**config.mk**
```make
export PLATFORM = sky130hd
export DESIGN_NAME = count_monitor_flat
export DESIGN_NICKNAME = d
export VERILOG_FILES = /design/src/rtl/count_monitor_if.sv /design/src/rtl/count_monitor.sv /design/src/flat_wrapper.sv
export SDC_FILE = /design/constraint.sdc
export NUM_CORES = 1
export LEC_CHECK = 0
export ABC_AREA = 1
export CORE_MARGIN = 8
export CORE_UTILIZATION = 50
export CTS_CLUSTER_DIAMETER = 150
export DETAILED_ROUTE_END_ITERATION = 7
export PLACE_DENSITY = 0.71
export SKIP_CTS_REPAIR_TIMING = 1
export SYNTH_ARGS = -nofsm -noshare
export SYNTH_HDL_FRONTEND = slang
export SYNTH_SLANG_ARGS = --single-unit
```
**constraint.sdc**
```tcl
create_clock -name clk -period 1.95 [get_ports clk]
set_input_delay 0.195 -clock clk [delete_from_list [all_inputs] [get_ports clk]]
set_output_delay 0.195 -clock clk [all_outputs]
set_load 0.02 [all_outputs]
```
**src/rtl/count_monitor_if.sv**
```systemverilog
// Bus between a counter-class producer and the count_monitor checker:
// the sampled count, its qualifier, the statistics clear and the monitor status.
interface count_monitor_if #(
    parameter int WIDTH      = 4,
    parameter int ERR_CNT_W  = 8,
    parameter int WRAP_CNT_W = 8
);
    logic [WIDTH-1:0]      count_in;
    logic                  count_valid;
    logic                  clear;

    logic                  locked;
    logic                  wrap_pulse;
    logic                  err_pulse;
    logic                  err_sticky;
    logic [ERR_CNT_W-1:0]  err_count;
    logic [WRAP_CNT_W-1:0] wrap_count;
    logic [WIDTH-1:0]      last_good;

    // Producer / host side
    modport master (
        output count_in, count_valid, clear,
        input  locked, wrap_pulse, err_pulse, err_sticky,
               err_count, wrap_count, last_good
    );

    // Monitor side
    modport slave (
        input  count_in, count_valid, clear,
        output locked, wrap_pulse, err_pulse, err_sticky,
               err_count, wrap_count, last_good
    );
endinterface

```
**src/rtl/count_monitor.sv**
```systemverilog
// Sequence checker for a free-running counter: tracks +1 mod 2^WIDTH progress,
// declares lock after SYNC_LEN good increments, and keeps saturating error/wrap stats.
module count_monitor #(
    parameter int WIDTH      = 4,
    parameter int SYNC_LEN   = 2,
    parameter int ERR_CNT_W  = 8,
    parameter int WRAP_CNT_W = 8
) (
    input  logic           clk,
    input  logic           rst,
    count_monitor_if.slave mon
);
    // SYNC_LEN is limited to 1..15, so four bits always hold the run length
    localparam int RUN_W = 4;
    localparam logic [WIDTH-1:0] CNT_MAX = '1;
    localparam logic [RUN_W-1:0] SYNC_TGT = RUN_W'(SYNC_LEN);

    typedef enum logic [1:0] {
        IDLE = 2'd0,
        ACQ  = 2'd1,
        LOCK = 2'd2
    } state_e;

    state_e                state_q, state_d;
    logic [WIDTH-1:0]      prev_q, prev_d;
    logic [RUN_W-1:0]      good_run_q, good_run_d;
    logic [WIDTH-1:0]      last_good_q, last_good_d;
    logic                  locked_q, locked_d;
    logic                  wrap_pulse_q, wrap_pulse_d;
    logic                  err_pulse_q, err_pulse_d;
    logic                  err_sticky_q, err_sticky_d;
    logic [ERR_CNT_W-1:0]  err_count_q, err_count_d;
    logic [WRAP_CNT_W-1:0] wrap_count_q, wrap_count_d;

    logic [WIDTH-1:0]      prev_succ;
    logic [RUN_W-1:0]      run_inc;
    logic                  is_inc;
    logic                  is_hold;
    logic                  is_wrap;
    logic                  err_evt;
    logic                  wrap_evt;
    logic [ERR_CNT_W-1:0]  err_base;
    logic [WRAP_CNT_W-1:0] wrap_base;

    // Sample classification against the last tracked value
    always_comb begin
        prev_succ = prev_q + WIDTH'(1);
        run_inc   = good_run_q + RUN_W'(1);
        is_inc    = (mon.count_in == prev_succ);
        is_hold   = (mon.count_in == prev_q);
        is_wrap   = is_inc && (prev_q == CNT_MAX) && (mon.count_in == '0);
    end

    // Tracking FSM
    always_comb begin
        state_d     = state_q;
        prev_d      = prev_q;
        good_run_d  = good_run_q;
        last_good_d = last_good_q;
        err_evt     = 1'b0;
        wrap_evt    = 1'b0;

        if (mon.count_valid) begin
            unique case (state_q)
                IDLE: begin
                    prev_d     = mon.count_in;
                    good_run_d = '0;
                    state_d    = ACQ;
                end
                ACQ: begin
                    if (is_inc) begin
                        prev_d      = mon.count_in;
                        last_good_d = mon.count_in;
                        good_run_d  = run_inc;
                        wrap_evt    = is_wrap;
                        if (run_inc == SYNC_TGT) begin
                            state_d = LOCK;
                        end
                    end else if (!is_hold) begin
                        // Out-of-sequence while acquiring just restarts the run
                        prev_d     = mon.count_in;
                        good_run_d = '0;
                    end
                end
                LOCK: begin
                    if (is_inc) begin
                        prev_d      = mon.count_in;
                        last_good_d = mon.count_in;
                        wrap_evt    = is_wrap;
                    end else if (!is_hold) begin
                        err_evt    = 1'b1;
                        prev_d     = mon.count_in;
                        good_run_d = '0;
                        state_d    = ACQ;
                    end
                end
                default: begin
                    state_d = IDLE;
                end
            endcase
        end
    end

    // Statistics: clear lands first, then a same-cycle event counts on top of it
    always_comb begin
        err_base  = mon.clear ? '0 : err_count_q;
        wrap_base = mon.clear ? '0 : wrap_count_q;

        err_count_d = err_base;
        if (err_evt && (err_base != '1)) begin
            err_count_d = err_base + ERR_CNT_W'(1);
        end

        wrap_count_d = wrap_base;
        if (wrap_evt && (wrap_base != '1)) begin
            wrap_count_d = wrap_base + WRAP_CNT_W'(1);
        end

        err_sticky_d = (err_sticky_q && !mon.clear) || err_evt;
        err_pulse_d  = err_evt;
        wrap_pulse_d = wrap_evt;
        locked_d     = (state_d == LOCK);
    end

    always_ff @(posedge clk) begin
        if (rst) begin
            state_q      <= IDLE;
            prev_q       <= '0;
            good_run_q   <= '0;
            last_good_q  <= '0;
            locked_q     <= 1'b0;
            wrap_pulse_q <= 1'b0;
            err_pulse_q  <= 1'b0;
            err_sticky_q <= 1'b0;
            err_count_q  <= '0;
            wrap_count_q <= '0;
        end else begin
            state_q      <= state_d;
            prev_q       <= prev_d;
            good_run_q   <= good_run_d;
            last_good_q  <= last_good_d;
            locked_q     <= locked_d;
            wrap_pulse_q <= wrap_pulse_d;
            err_pulse_q  <= err_pulse_d;
            err_sticky_q <= err_sticky_d;
            err_count_q  <= err_count_d;
            wrap_count_q <= wrap_count_d;
        end
    end

    assign mon.locked     = locked_q;
    assign mon.wrap_pulse = wrap_pulse_q;
    assign mon.err_pulse  = err_pulse_q;
    assign mon.err_sticky = err_sticky_q;
    assign mon.err_count  = err_count_q;
    assign mon.wrap_count = wrap_count_q;
    assign mon.last_good  = last_good_q;
endmodule

```
**src/flat_wrapper.sv**
```systemverilog
// flat-port wrapper written by rule: the top's interface ports become plain ports
module count_monitor_flat 
#(
    parameter int WIDTH      = 4,
    parameter int SYNC_LEN   = 2,
    parameter int ERR_CNT_W  = 8,
    parameter int WRAP_CNT_W = 8
)
  (clk, rst, mon_count_in, mon_count_valid, mon_clear, mon_locked, mon_wrap_pulse, mon_err_pulse, mon_err_sticky, mon_err_count, mon_wrap_count, mon_last_good);
  count_monitor_if #(.WIDTH(WIDTH), .ERR_CNT_W(ERR_CNT_W), .WRAP_CNT_W(WRAP_CNT_W)) mon_i ();
  input  logic clk;
  input  logic rst;
  input wire logic [$bits(mon_i.count_in)-1:0] mon_count_in;
  input wire logic [$bits(mon_i.count_valid)-1:0] mon_count_valid;
  input wire logic [$bits(mon_i.clear)-1:0] mon_clear;
  output wire logic [$bits(mon_i.locked)-1:0] mon_locked;
  output wire logic [$bits(mon_i.wrap_pulse)-1:0] mon_wrap_pulse;
  output wire logic [$bits(mon_i.err_pulse)-1:0] mon_err_pulse;
  output wire logic [$bits(mon_i.err_sticky)-1:0] mon_err_sticky;
  output wire logic [$bits(mon_i.err_count)-1:0] mon_err_count;
  output wire logic [$bits(mon_i.wrap_count)-1:0] mon_wrap_count;
  output wire logic [$bits(mon_i.last_good)-1:0] mon_last_good;
  assign mon_i.count_in = mon_count_in;
  assign mon_i.count_valid = mon_count_valid;
  assign mon_i.clear = mon_clear;
  assign mon_locked = mon_i.locked;
  assign mon_wrap_pulse = mon_i.wrap_pulse;
  assign mon_err_pulse = mon_i.err_pulse;
  assign mon_err_sticky = mon_i.err_sticky;
  assign mon_err_count = mon_i.err_count;
  assign mon_wrap_count = mon_i.wrap_count;
  assign mon_last_good = mon_i.last_good;
  count_monitor #(.WIDTH(WIDTH), .SYNC_LEN(SYNC_LEN), .ERR_CNT_W(ERR_CNT_W), .WRAP_CNT_W(WRAP_CNT_W)) u_core (.clk(clk), .rst(rst), .mon(mon_i));
endmodule
```
# After elaboration in Yosys (flattened, before gate mapping)
# Cells that the tools add are included.
[totals]
out_inout_bits = 24
register_bits = 34
input_bits = 8
[classes]
n_reduce_logical = 15
addsub = 4
n_eq_ne = 11
muxes = 24
[ops]
columns = ["cell", "n"]
rows = [
  ["8-bit two-way mux", 4],
  ["4-bit two-way mux", 5],
  ["8-bit by 1-bit adder with 8-bit output, second input constant", 2],
  ["8-bit inequality test, second input constant", 2],
  ["4-bit case mux with 3 select lines", 1],
  ["2-bit two-way mux", 5],
  ["3-bit AND reduction", 3],
  ["4-bit by 1-bit adder with 4-bit output, second input constant", 2],
  ["4-bit == test", 2],
  ["4-bit case mux with 2 select lines", 1],
  ["1-bit two-way mux", 7],
  ["2-bit case mux with 3 select lines", 1],
  ["1-bit logical AND", 5],
  ["2-bit == test, second input constant", 2],
  ["4-bit by 2-bit == test with 1-bit output, second input constant", 1],
  ["4-bit == test, second input constant", 1],
  ["4-bit logical NOT", 1],
  ["3-bit by 2-bit inequality test with 1-bit output, second input constant", 1],
  ["3-bit nonzero test", 1],
  ["2-bit by 1-bit == test with 1-bit output, second input constant", 1],
  ["2-bit logical NOT", 1],
  ["2-bit inequality test, second input constant", 1],
  ["2-bit nonzero test", 1],
  ["2-bit OR reduction", 1],
  ["2 further kinds", 2],
]

# Longest topological paths before layout
# Gate-level depths: netlist of run 1.
[depth]
depth_word = 9
ltp_mapped = 15

# Worst setup path before layout of run 1
# OpenSTA, ideal clock, no wires.
[synth_timing]
path_kind = "reg-to-reg"
startpoint = "reg u_core.err_count_q[0], in the netlist u_core.mon.err_count[0]"
endpoint = "reg u_core.err_count_q[0], in the netlist u_core.mon.err_count[0]"
arrival_time_ns = 1.684
path_stages_with_launch = 11
path_buffers = 0
synth_period_minus_slack_ns = 1.801
path_slack_ns = 0.149
required_ns = 1.833
path_cell_list = "dfxtp_1 inv_1 nor2_1 ha_1 inv_1 nor3_4 nand4_2 nor3_4 nor2_4 o21ai_0 nor2_1"
[synth_via]
elab_chain_cells = 4
[synth_rtl]
columns = ["element", "line", "source"]
rows = [
  ["start, declared", "count_monitor.sv:32", "logic [ERR_CNT_W-1:0] err_count_q, err_count_d;"],
  ["start signal, assigned", "count_monitor.sv:146", "err_count_q <= err_count_d;"],
  ["8-bit two-way mux *", "count_monitor.sv:106", "err_base = mon.clear ? '0 : err_count_q;"],
  ["branches (longest 2 deep; another with 8-bit by 1-bit adder with 8-bit output)", "--", ""],
  ["8-bit two-way mux *", "count_monitor.sv:110", "if (err_evt && (err_base != '1)) begin"],
]
# Every way passes the cells marked *.
# A chain may end at the register's enable or synchronous reset.

# Worst setup path after layout of run 1
[layout_timing]
startpoint = "reg u_core.prev_q[1]"
endpoint = "reg u_core.wrap_count_q[7], in the netlist u_core.mon.wrap_count[7]"
[layout_via]
elab_chain_cells = 9
[layout_rtl]
columns = ["element", "line", "source"]
rows = [
  ["start, declared", "count_monitor.sv:25", "logic [WIDTH-1:0] prev_q, prev_d;"],
  ["start signal, assigned", "count_monitor.sv:139", "prev_q <= prev_d;"],
  ["4-bit by 1-bit adder with 4-bit output", "count_monitor.sv:47", "prev_succ = prev_q + WIDTH'(1);"],
  ["4-bit == test", "count_monitor.sv:49", "is_inc = (mon.count_in == prev_succ);"],
  ["1-bit logical AND (2 in a row)", "count_monitor.sv:51", "is_wrap = is_inc && (prev_q == CNT_MAX) && (mon.count_in == '0);"],
  ["1-bit two-way mux *", "count_monitor.sv:71, count_monitor.sv:86", ""],
  ["1-bit two-way mux *", "--", ""],
  ["1-bit two-way mux *", "count_monitor.sv:63", "if (mon.count_valid) begin"],
  ["1-bit logical AND *", "count_monitor.sv:115", "if (wrap_evt && (wrap_base != '1)) begin"],
  ["8-bit two-way mux *", "count_monitor.sv:115", ""],
  ["end signal, assigned", "count_monitor.sv:147", "wrap_count_q <= wrap_count_d;"],
  ["end, declared", "count_monitor.sv:33", "logic [WRAP_CNT_W-1:0] wrap_count_q, wrap_count_d;"],
]
# Mark *: on every way between the ends. The rest lies on a longest branch, timed or not.

==> results of run 1 <==
==> worst paths after layout <==
path / from / endpoint / slack (ns) / cells after the start
setup / recovery: u_core.prev_q[1] / u_core.mon.wrap_count[7] / 0.15 / 14
hold / removal: u_core.mon.err_sticky / u_core.mon.err_sticky / 0.47 / 2
setup reg to reg: u_core.prev_q[1] / u_core.mon.wrap_count[7] / 0.15 / 14
hold reg to reg: u_core.mon.err_sticky / u_core.mon.err_sticky / 0.47 / 2
==> routing by layer <==
metal  up-vias  share of wire [%]
met2        44                 50
met1       999                 45
met4         0                2.1
li1       1132                  -
met3        15                2.8
met5         -                  0
==> layout by cell type, fill, tap and decap left out, drive strengths merged, types with 3 or more instances in the layout <==
cell | synthesis | final
dfxtp | 34 | 34
a21oi | 21 | 21
nand4 | 6 | 6
nand2 | 91 | 91
inv | 45 | 45
o21ai | 11 | 11
ha | 9 | 9
clkdlybuf4s50 | 0 | 30
nand3 | 26 | 26
nor2 | 48 | 48
buf | 3 | 35
nor3 | 9 | 9
xor2 | 3 | 3
clkbuf | 3 | 7
==> stage by stage <==
step,cells,worst slack (ns)
after floorplan,316,0.1488
after global routing,436,-0.01237
final,436,0.1452
after detailed placement,424,-0.2830
after CTS,432,0.005788
after global placement,424,-0.2415
==> worst max-delay path: stages, from the launching register on <==
cell     delay, ns
dfxtp_4       0.36
ha_4          0.23
inv_1         0.05
nand2_1       0.04
nand2_1       0.07
nand2_2       0.08
inv_2         0.07
nand2_4       0.06
nor2_8        0.16
nand4_4       0.17
nor2_4        0.17
nand2_2       0.06
nand2_1       0.05
nand2_1       0.05
nor2_1        0.12
==> registers in the layout (all words and copies together) (netlist names) <==
name and count:
u_core.mon.err_count 8, u_core.mon.wrap_count 8, u_core.good_run_q 4, u_core.mon.last_good 4, u_core.prev_q 4, u_core.state_q 2
u_core.mon.err_pulse 1, u_core.mon.err_sticky 1, u_core.mon.locked 1, u_core.mon.wrap_pulse 1
==> power groups by stage <==
stage	clock network, W	logic, W	registers, W
floorplan	0	0.000136	0.000726
global placement	0	0.000203	0.000727
detailed placement	0	0.000207	0.000727
CTS	0.000561	0.000208	0.000711
global route	0.000580	0.000241	0.000713
finish	0.000544	0.000219	0.000712
==> cells by family (layout without fill, tap and decap cells) <==
kind of cell	Yosys count	after routing	synth area share (%)
and+or+nand+nor	183	183	43.45
buffers and inverters	51	119	10.11
AOI/OAI and AO/OA	34	34	7.989
DFF	34	34	31.26
adders and majority gates	9	9	5.173
xor gates and xnor gates	5	5	2.012
==> synthesized netlist by cell type <==
cell type / number
nand4_1: 3
nor4_1: 1
clkbuf_8: 1
nand2_1: 75
nand3b_1: 1
buf_2: 1
a21oi_1: 21
nor3b_2: 1
buf_8: 1
buf_4: 1
nor3_1: 7
nor2_8: 1
nand2_4: 5
inv_2: 4
a31oi_1: 1
nand4_4: 2
nand3_4: 1
xor2_1: 3
nand3_2: 1
xnor2_1: 2
dfxtp_1: 34
nor2_4: 3
inv_1: 40
nor3_4: 2
nand3_1: 24
inv_4: 1
ha_1: 9
nor2_2: 2
nand4_2: 1
o21ai_0: 11
nand2_2: 11
clkbuf_1: 2
a211oi_1: 1
nor2_1: 42
==> area by class of cell <==
| type | count | area [um2] |
|---|---|---|
| fill | 372 | 1349 |
| inverter | 45 | 171.4 |
| sequential | 34 | 689.4 |
| timing repair buffer | 66 | 588.1 |
| clock inverter | 1 | 5.005 |
| multi-input combinational | 231 | 1310 |
| clock buffer | 7 | 86.33 |
| tap | 52 | 65.06 |
==> run_results.csv, run 1 <==
group,metric,value,unit
route,wl_per_cell,12.19,um
clock_tree,clock_latency,0.28,ns
grt,met2_usage,28.89,%
clock_tree,cts_buffers,5,
clock_tree,cts_sinks,34,
power_and_ir_drop,clockPowerShare,36.9,%
die,coreArea,0.004264,mm2
grt,grt_overflow,0,
layout,area_growth,33.91,%
synthesis,synth_seq_cells,34,
power_and_ir_drop,p_leak,1.294,nW
power_and_ir_drop,p_comb_share,14.8,%
layout,antenna_cells,0,
grt,grt_pass1_vias,2135,
route,drt-pass1-iter-count,6,
sta,slew_headroom,63.92,%
sta,finalSetupViolations,0,
setup_path,crit_fanout,8,
power_and_ir_drop,p_sw,0.0003989,W
synthesis,postSynthAreaPerCell,6.890,um2
sta,tightest_slew,0.5407,ns
setup_path,arrival,2.03,ns
grt,grt_usage,16.64,%
die,die_height,81.99,um
setup_path,start_kind,"flip-flop",
sta,period_needed,1.805,ns
synthesis,synth_area_leaders,"dfxtp_1 31%, nand2_1 13%, nor2_1 7.2%, inv_1 6.9%, nand3_1 5.5%",
die,initial_core_util,51.06,%
clock_tree,clk_pin_slew,0.07,ns
grt,antenna_found_initial,0,
power_and_ir_drop,intPower,0.001075,W
layout,fin_util,68.37,%
sta,drv_slew,0,
power_and_ir_drop,p_total,0.001474,W
placement,dp_hpwl,3.922,mm
sta,holdWs,0.4721,ns
power_and_ir_drop,pwr_density_cell,505.7,mW/mm2
power_and_ir_drop,ir_worst_vdd,0.3430,mV
setup_path,critPathKind,"reg -> reg",
route,drt_wl_total,5.317,mm
synthesis,synth_top_area_share,31.26,%
route,viasPerCell,5.023,
setup_path,critical_path_required,2.17,ns
synthesis,synth_top_cell_by_area,"dfxtp_1",
placement,gp_congestion,0.8681,
sta,setup-tns-final,0,ns
grt,grtUsageMet1,19.03,%
sta,max_freq,554.1,MHz
synthesis,ys_seq_area_share,31.26,%
power_and_ir_drop,p_sw_share,27.06,%
sta,fin_crit_sh,92.56,%
layout,fin_area,0.002915,mm2
job,maxCapViolations,0,
worst_hold_path,min_path_type,"reg -> reg",
grt,grt_max_degree,18,
layout,nNetsFinal,400,
run_status,status,"finished, final reports clean",
setup_path,critPathCaptureType,"flip-flop",
clock_tree,htree_num_levels,2,
placement,dpl_cell_area,0.002749,mm2
placement,portBuffers,31,
synthesis,synth_cell_types,34,
synthesis,syn_area,0.002177,mm2
power_and_ir_drop,sequentialPowerShare,48.3,%
route,final_antenna_net_count,0,
route,vias,2190,
route,drt_iter0_drc,89,
synthesis,yosysWarnings,0,
die,dieArea,0.006722,mm2
die,row_count,24,
layout,drive_gt1_share,22.66,%
die,boundaryPins,32,
grt,grt_first_pass_wirelength,9.004,mm
clock_tree,ctsRootBufferMaster,"clkbuf_8",
synthesis,syn_nets,333,
clock_tree,cts_tree,"done",
clock_tree,max-clock-path-buffers,2,
grt,grt-busiest-layer,"met2",
sta,hold_viol,0,
route,route.detailed.drc,0,
synthesis,syn_inst,316,
sta,clock_skew,0.004970,ns
die,die_x,81.99,um
grt,gr-usage-met3,3.501,%
Power figures use the tool's default switching activity.
==> run 2: changes to the inputs <==
Clock period 1.95 ns to 2.3 ns, I/O delays scaled along.
==> run_results.csv, run 2 (synthesized netlist as in run 1, its figures left out) <==
group,metric,value,unit
grt,antenna_found_initial,0,
grt,grt_max_degree,18,
route,viasPerCell,4.993,
die,coreArea,0.004264,mm2
sta,holdWs,0.4632,ns
route,wl_per_cell,11.74,um
layout,nNetsFinal,373,
setup_path,critPathKind,"in -> reg",
power_and_ir_drop,pwr_density_cell,442.9,mW/mm2
sta,drv_slew,0,
clock_tree,cts_tree,"done",
power_and_ir_drop,p_leak,1.156,nW
power_and_ir_drop,clockPowerShare,35.2,%
die,initial_core_util,51.06,%
clock_tree,clock_latency,0.28,ns
setup_path,r2r-end,"u_core.mon.wrap_count[7]",
die,boundaryPins,32,
placement,gp_congestion,0.8162,
route,route.detailed.drc,0,
layout,nFillCells,420,
setup_path,reg2reg_from,"u_core.prev_q[0]",
grt,grtUsageMet1,18.12,%
setup_path,cp.buffers_inverters,3,
setup_path,crit_fanout,10,
sta,setup-tns-final,0,ns
sta,max_freq,479.8,MHz
setup_path,crit_top_cell,"nand2_1",
power_and_ir_drop,p_comb_share,13.3,%
power_and_ir_drop,sequentialPowerShare,51.5,%
route,drt_iter0_drc,119,
sta,period_needed,2.084,ns
power_and_ir_drop,p_sw_share,27.23,%
power_and_ir_drop,p_total,0.001170,W
power_and_ir_drop,ir_worst_vdd,0.4088,mV
grt,met2_usage,26.28,%
layout,drive_gt1_share,14.04,%
worst_hold_path,holdPathEnd,"u_core.mon.last_good[3]",
power_and_ir_drop,p_sw,0.0003186,W
die,dieArea,0.006722,mm2
route,drt-pass1-iter-count,4,
sta,fin_crit_sh,90.62,%
setup_path,cp_slowest_cell,"clkdlybuf4s50_1",
route,drt_wl_total,4.789,mm
worst_hold_path,holdPathStages,2,
grt,grt_pass1_vias,1918,
placement,portBuffers,31,
setup_path,critPathCaptureType,"flip-flop",
clock_tree,cts_buffers,5,
setup_path,crit_chain,"clkdlybuf4s50_1 > inv_4 > nand2_1 > inv_1 > ha_1 > nand3_1 > nor2_1 > nand3_1 > nand4_4 > nor2_4 > nand2_2 > nand2_1 > nand2_1 > nor2_1",
grt,gr-usage-met3,4.048,%
grt,grt-busiest-layer,"met2",
layout,seq_area,680.7,um2
setup_path,start_kind,"input port",
layout,area_growth,21.38,%
sta,slew_headroom,63.77,%
layout,fin_util,61.97,%
clock_tree,htree_num_levels,2,
worst_hold_path,min_path_type,"reg -> reg",
sta,finalSetupViolations,0,
sta,hold_viol,0,
clock_tree,cts_sinks,34,
setup_path,critical_path_required,2.52,ns
die,die_x,81.99,um
placement,dpl_cell_area,0.002564,mm2
placement,dp_hpwl,3.606,mm
setup_path,path_delay_family,"simple AND/OR/NAND/NOR gates",
worst_hold_path,holdCritStartpoint,"u_core.mon.last_good[3]",
layout,layout_commonest_cell,"nand2_1",
sta,tightest_slew,0.5429,ns
sta,clock_skew,0.006223,ns
power_and_ir_drop,intPower,0.0008517,W
grt,grt_usage,15.58,%
job,maxCapViolations,0,
layout,fin_area,0.002643,mm2
grt,grt_overflow,0,
setup_path,rr_worst_depth,14,
clock_tree,max-clock-path-buffers,2,
grt,grt_first_pass_wirelength,8.245,mm
run_status,status,"finished, final reports clean",
setup_path,arrival,2.30,ns
clock_tree,ctsRootBufferMaster,"clkbuf_8",
route,final_antenna_net_count,0,
layout,multiInputGateArea,0.001276,mm2
clock_tree,clk_pin_slew,0.06,ns
layout,antenna_cells,0,
layout,mostFrequentLayoutCells,"75 x nand2_1, 42 x nor2_1, 40 x inv_1",
die,row_count,24,
setup_path,cpPeakStageDelay,0.68,ns
setup_path,reg2reg_slack,0.29,ns
sta,rsz0062_at_grt,"no",
die,die_height,81.99,um
route,vias,2037,
[run 2: cell count changes in the layout (fill, tap and decap cells not counted), sizes merged]
cell and delta:
clkdlybuf4s50 +1, dlymetal6s2s -1, buf -27, clkbuf -2
clkinv +1
[run 2: worst max path at each step]
stage,from,to,slack (ns),cells after the start
6_report,mon_clear,u_core.mon.wrap_count[7],0.22,14
2_1_floorplan,u_core.mon.err_count[0],u_core.mon.err_count[0],0.50,10
3_3_place_gp,mon_clear,u_core.mon.wrap_count[7],-0.01,14
5_1_grt,mon_clear,u_core.mon.wrap_count[7],0.01,14
4_1_cts,mon_clear,u_core.mon.wrap_count[7],0.23,14
3_5_place_dp,mon_clear,u_core.mon.wrap_count[7],-0.07,14
[run 2: power groups by stage]
| stage | Clock (W) | Sequential (W) | Combinational [W] |
|---|---|---|---|
| after floorplan | 0 | 0.000615 | 0.000116 |
| after global placement | 0 | 0.000616 | 0.000153 |
| after detailed placement | 0 | 0.000616 | 0.000155 |
| after CTS | 0.000434 | 0.000603 | 0.000156 |
| after global routing | 0.000464 | 0.000604 | 0.000173 |
| final | 0.000412 | 0.000603 | 0.000155 |
[run 2: metrics by stage]
step,setup slack (ns),std cells
after CTS,0.2318,408
after global placement,-0.01028,401
final,0.2158,408
after detailed placement,-0.06969,401
after global routing,0.01272,408
after floorplan,0.4988,316
[run 2: worst reg2reg max path: cells and delay by family (launching register included)]
kind                       cells  cell delay (ns)
and+or+nand+nor               11             1.14
DFF                            1             0.34
adders and majority gates      1             0.31
buffers and inverters          2             0.17
[run 2: cell type report]
type | count | area share (%)
Tap cell | 52 | 2.462
Inverter | 45 | 6.487
Clock buffer | 5 | 2.604
Clock inverter | 2 | 0.3788
Sequential cell | 34 | 25.76
Timing Repair Buffer | 39 | 14.02
Multi-Input combinational cell | 231 | 48.30
[run 2: per-layer routing]
| layer | vias up | part of all wire (%) |
|---|---|---|
| met1 | 921 | 47 |
| met5 | - | 0 |
| li1 | 1078 | - |
| met3 | 6 | 2.7 |
| met2 | 32 | 49 |
| met4 | 0 | 1.7 |
==> run 3: changes to the inputs <==
Settings changed: CORE_ASPECT_RATIO from default to 1.1, SLEW_MARGIN from default to 5.
==> run_results.csv, run 3 (synthesized netlist as in run 1, its figures left out) <==
group,metric,value,unit
die,dieArea,0.006724,mm2
setup_path,rr_worst_depth,15,
route,wl_per_cell,11.72,um
die,row_count,25,
sta,slew_headroom,64.49,%
route,viasPerCell,4.912,
clock_tree,clk_pin_slew,0.07,ns
layout,mostFrequentLayoutCells,"75 x nand2_1, 42 x nor2_1, 40 x inv_1",
worst_hold_path,holdCritStartpoint,"u_core.mon.last_good[0]",
power_and_ir_drop,p_sw_share,25.61,%
sta,hold_viol,0,
run_status,status,"finished, final reports clean",
layout,layout_commonest_cell,"nand2_1",
route,drt_iter0_drc,92,
setup_path,critical_path_required,2.48,ns
sta,fin_ws,0.2877,ns
layout,area_growth,23.16,%
setup_path,r2r-end,"u_core.good_run_q[0]",
layout,nNetsFinal,372,
power_and_ir_drop,clockPowerShare,40.7,%
clock_tree,cts_sinks,34,
layout,fin_util,63.03,%
sta,tightest_slew,0.5321,ns
layout,drive_gt1_share,14.04,%
grt,grt_pass1_vias,2005,
placement,portBuffers,31,
power_and_ir_drop,sequentialPowerShare,47.0,%
setup_path,critPathCaptureType,"flip-flop",
power_and_ir_drop,intPower,0.0009546,W
setup_path,arrival,2.20,ns
power_and_ir_drop,p_leak,1.169,nW
setup_path,reg2reg_slack,0.37,ns
clock_tree,clock_latency,0.28,ns
setup_path,start_kind,"input port",
worst_hold_path,holdPathStages,2,
route,vias,2014,
grt,grt_overflow,0,
power_and_ir_drop,pwr_density_cell,478.6,mW/mm2
layout,nFillCells,399,
power_and_ir_drop,ir_worst_vdd,0.3271,mV
sta,clock_skew,0.002436,ns
route,route.detailed.drc,0,
sta,fin_crit_sh,87.49,%
clock_tree,max-clock-path-buffers,2,
grt,grt_first_pass_wirelength,8.480,mm
sta,period_needed,2.012,ns
worst_hold_path,min_path_type,"reg -> reg",
die,boundaryPins,32,
sta,max_freq,496.9,MHz
setup_path,crit_fanout,13,
placement,dp_hpwl,3.636,mm
sta,rsz0062_at_grt,"no",
sta,drv_slew,0,
layout,multiInputGateArea,0.001276,mm2
placement,dp_slack,-0.01944,ns
sta,holdWs,0.4647,ns
setup_path,cp-startpoint,"mon_clear",
grt,antenna_found_initial,0,
die,initial_core_util,51.18,%
clock_tree,ctsRootBufferMaster,"clkbuf_8",
die,die_height,85.21,um
power_and_ir_drop,p_sw,0.0003287,W
power_and_ir_drop,p_comb_share,12.4,%
layout,seq_area,680.7,um2
sta,setup-tns-final,0,ns
route,final_antenna_net_count,0,
clock_tree,cts_buffers,5,
die,coreArea,0.004254,mm2
route,drt-pass1-iter-count,4,
grt,grt_usage,15.34,%
die,die_x,78.92,um
placement,gp_congestion,0.8912,
sta,finalSetupViolations,0,
setup_path,reg2reg_from,"u_core.prev_q[0]",
layout,fin_area,0.002681,mm2
clock_tree,htree_num_levels,2,
grt,grt_max_degree,18,
worst_hold_path,holdPathEnd,"u_core.mon.last_good[0]",
placement,dpl_cell_area,0.002571,mm2
setup_path,critPathKind,"in -> reg",
route,drt_wl_total,4.805,mm
clock_tree,cts_tree,"done",
job,maxCapViolations,0,
layout,antenna_cells,0,
-- run 3: changes by cell type in the layout (fill, tap and decap cells not counted), sizes merged --
cell,change
buf,-1
clkbuf,+3
clkinv,-2
-- run 3: power groups by stage --
| stage | clock, W | sequential, W | combinational [W] |
|---|---|---|---|
| after floorplan | 0 | 0.000615 | 0.000116 |
| final | 0.000522 | 0.000603 | 0.000159 |
| after detailed placement | 0 | 0.000616 | 0.000160 |
| after global routing | 0.000567 | 0.000603 | 0.000179 |
| after CTS | 0.000541 | 0.000602 | 0.000160 |
| after global placement | 0 | 0.000616 | 0.000158 |
-- run 3: worst max-delay path by stage --
stage / to / slack, ns / cells after the start
4_1_cts: u_core.mon.err_count[0] / 0.29 / 11
3_3_place_gp: u_core.mon.err_count[0] / 0.06 / 11
2_1_floorplan: u_core.mon.err_count[0] / 0.50 / 10
3_5_place_dp: u_core.mon.err_count[0] / -0.02 / 11
6_report: u_core.mon.err_count[1] / 0.29 / 11
5_1_grt: u_core.mon.err_count[3] / 0.13 / 12
-- run 3: final cells by class --
| class | count | share of cell area [%] |
|---|---|---|
| clock buffers | 8 | 4.106 |
| multi-input cells | 231 | 47.60 |
| flip-flops and latches | 34 | 25.38 |
| inverters | 45 | 6.393 |
| well taps | 54 | 2.520 |
| repair buffers | 38 | 14.00 |
-- run 3: layer usage --
metal | wire length, um | vias up | global-route usage [%]
met5 | 0 | - | 0
met4 | 99 | 0 | 7.757
met3 | 190 | 9 | 3.911
met2 | 2334 | 24 | 26.85
met1 | 2180 | 904 | 16.51
li1 | - | 1077 | -
-- run 3: critical path: stages --
cell             delay (ns)
clkdlybuf4s50_1        0.45
buf_12                 0.17
nor2_1                 0.14
ha_1                   0.20
inv_1                  0.08
nor3_4                 0.21
nand4_2                0.17
nor3_4                 0.22
nor2_4                 0.10
o21ai_0                0.16
nor2_1                 0.05
-- run 3: stage by stage --
step                total power (W)  std cells
floorplan                 0.0007310        316
global placement          0.0007747        402
detailed placement        0.0007761        402
CTS                        0.001304        410
global route               0.001350        410
finish                     0.001283        410
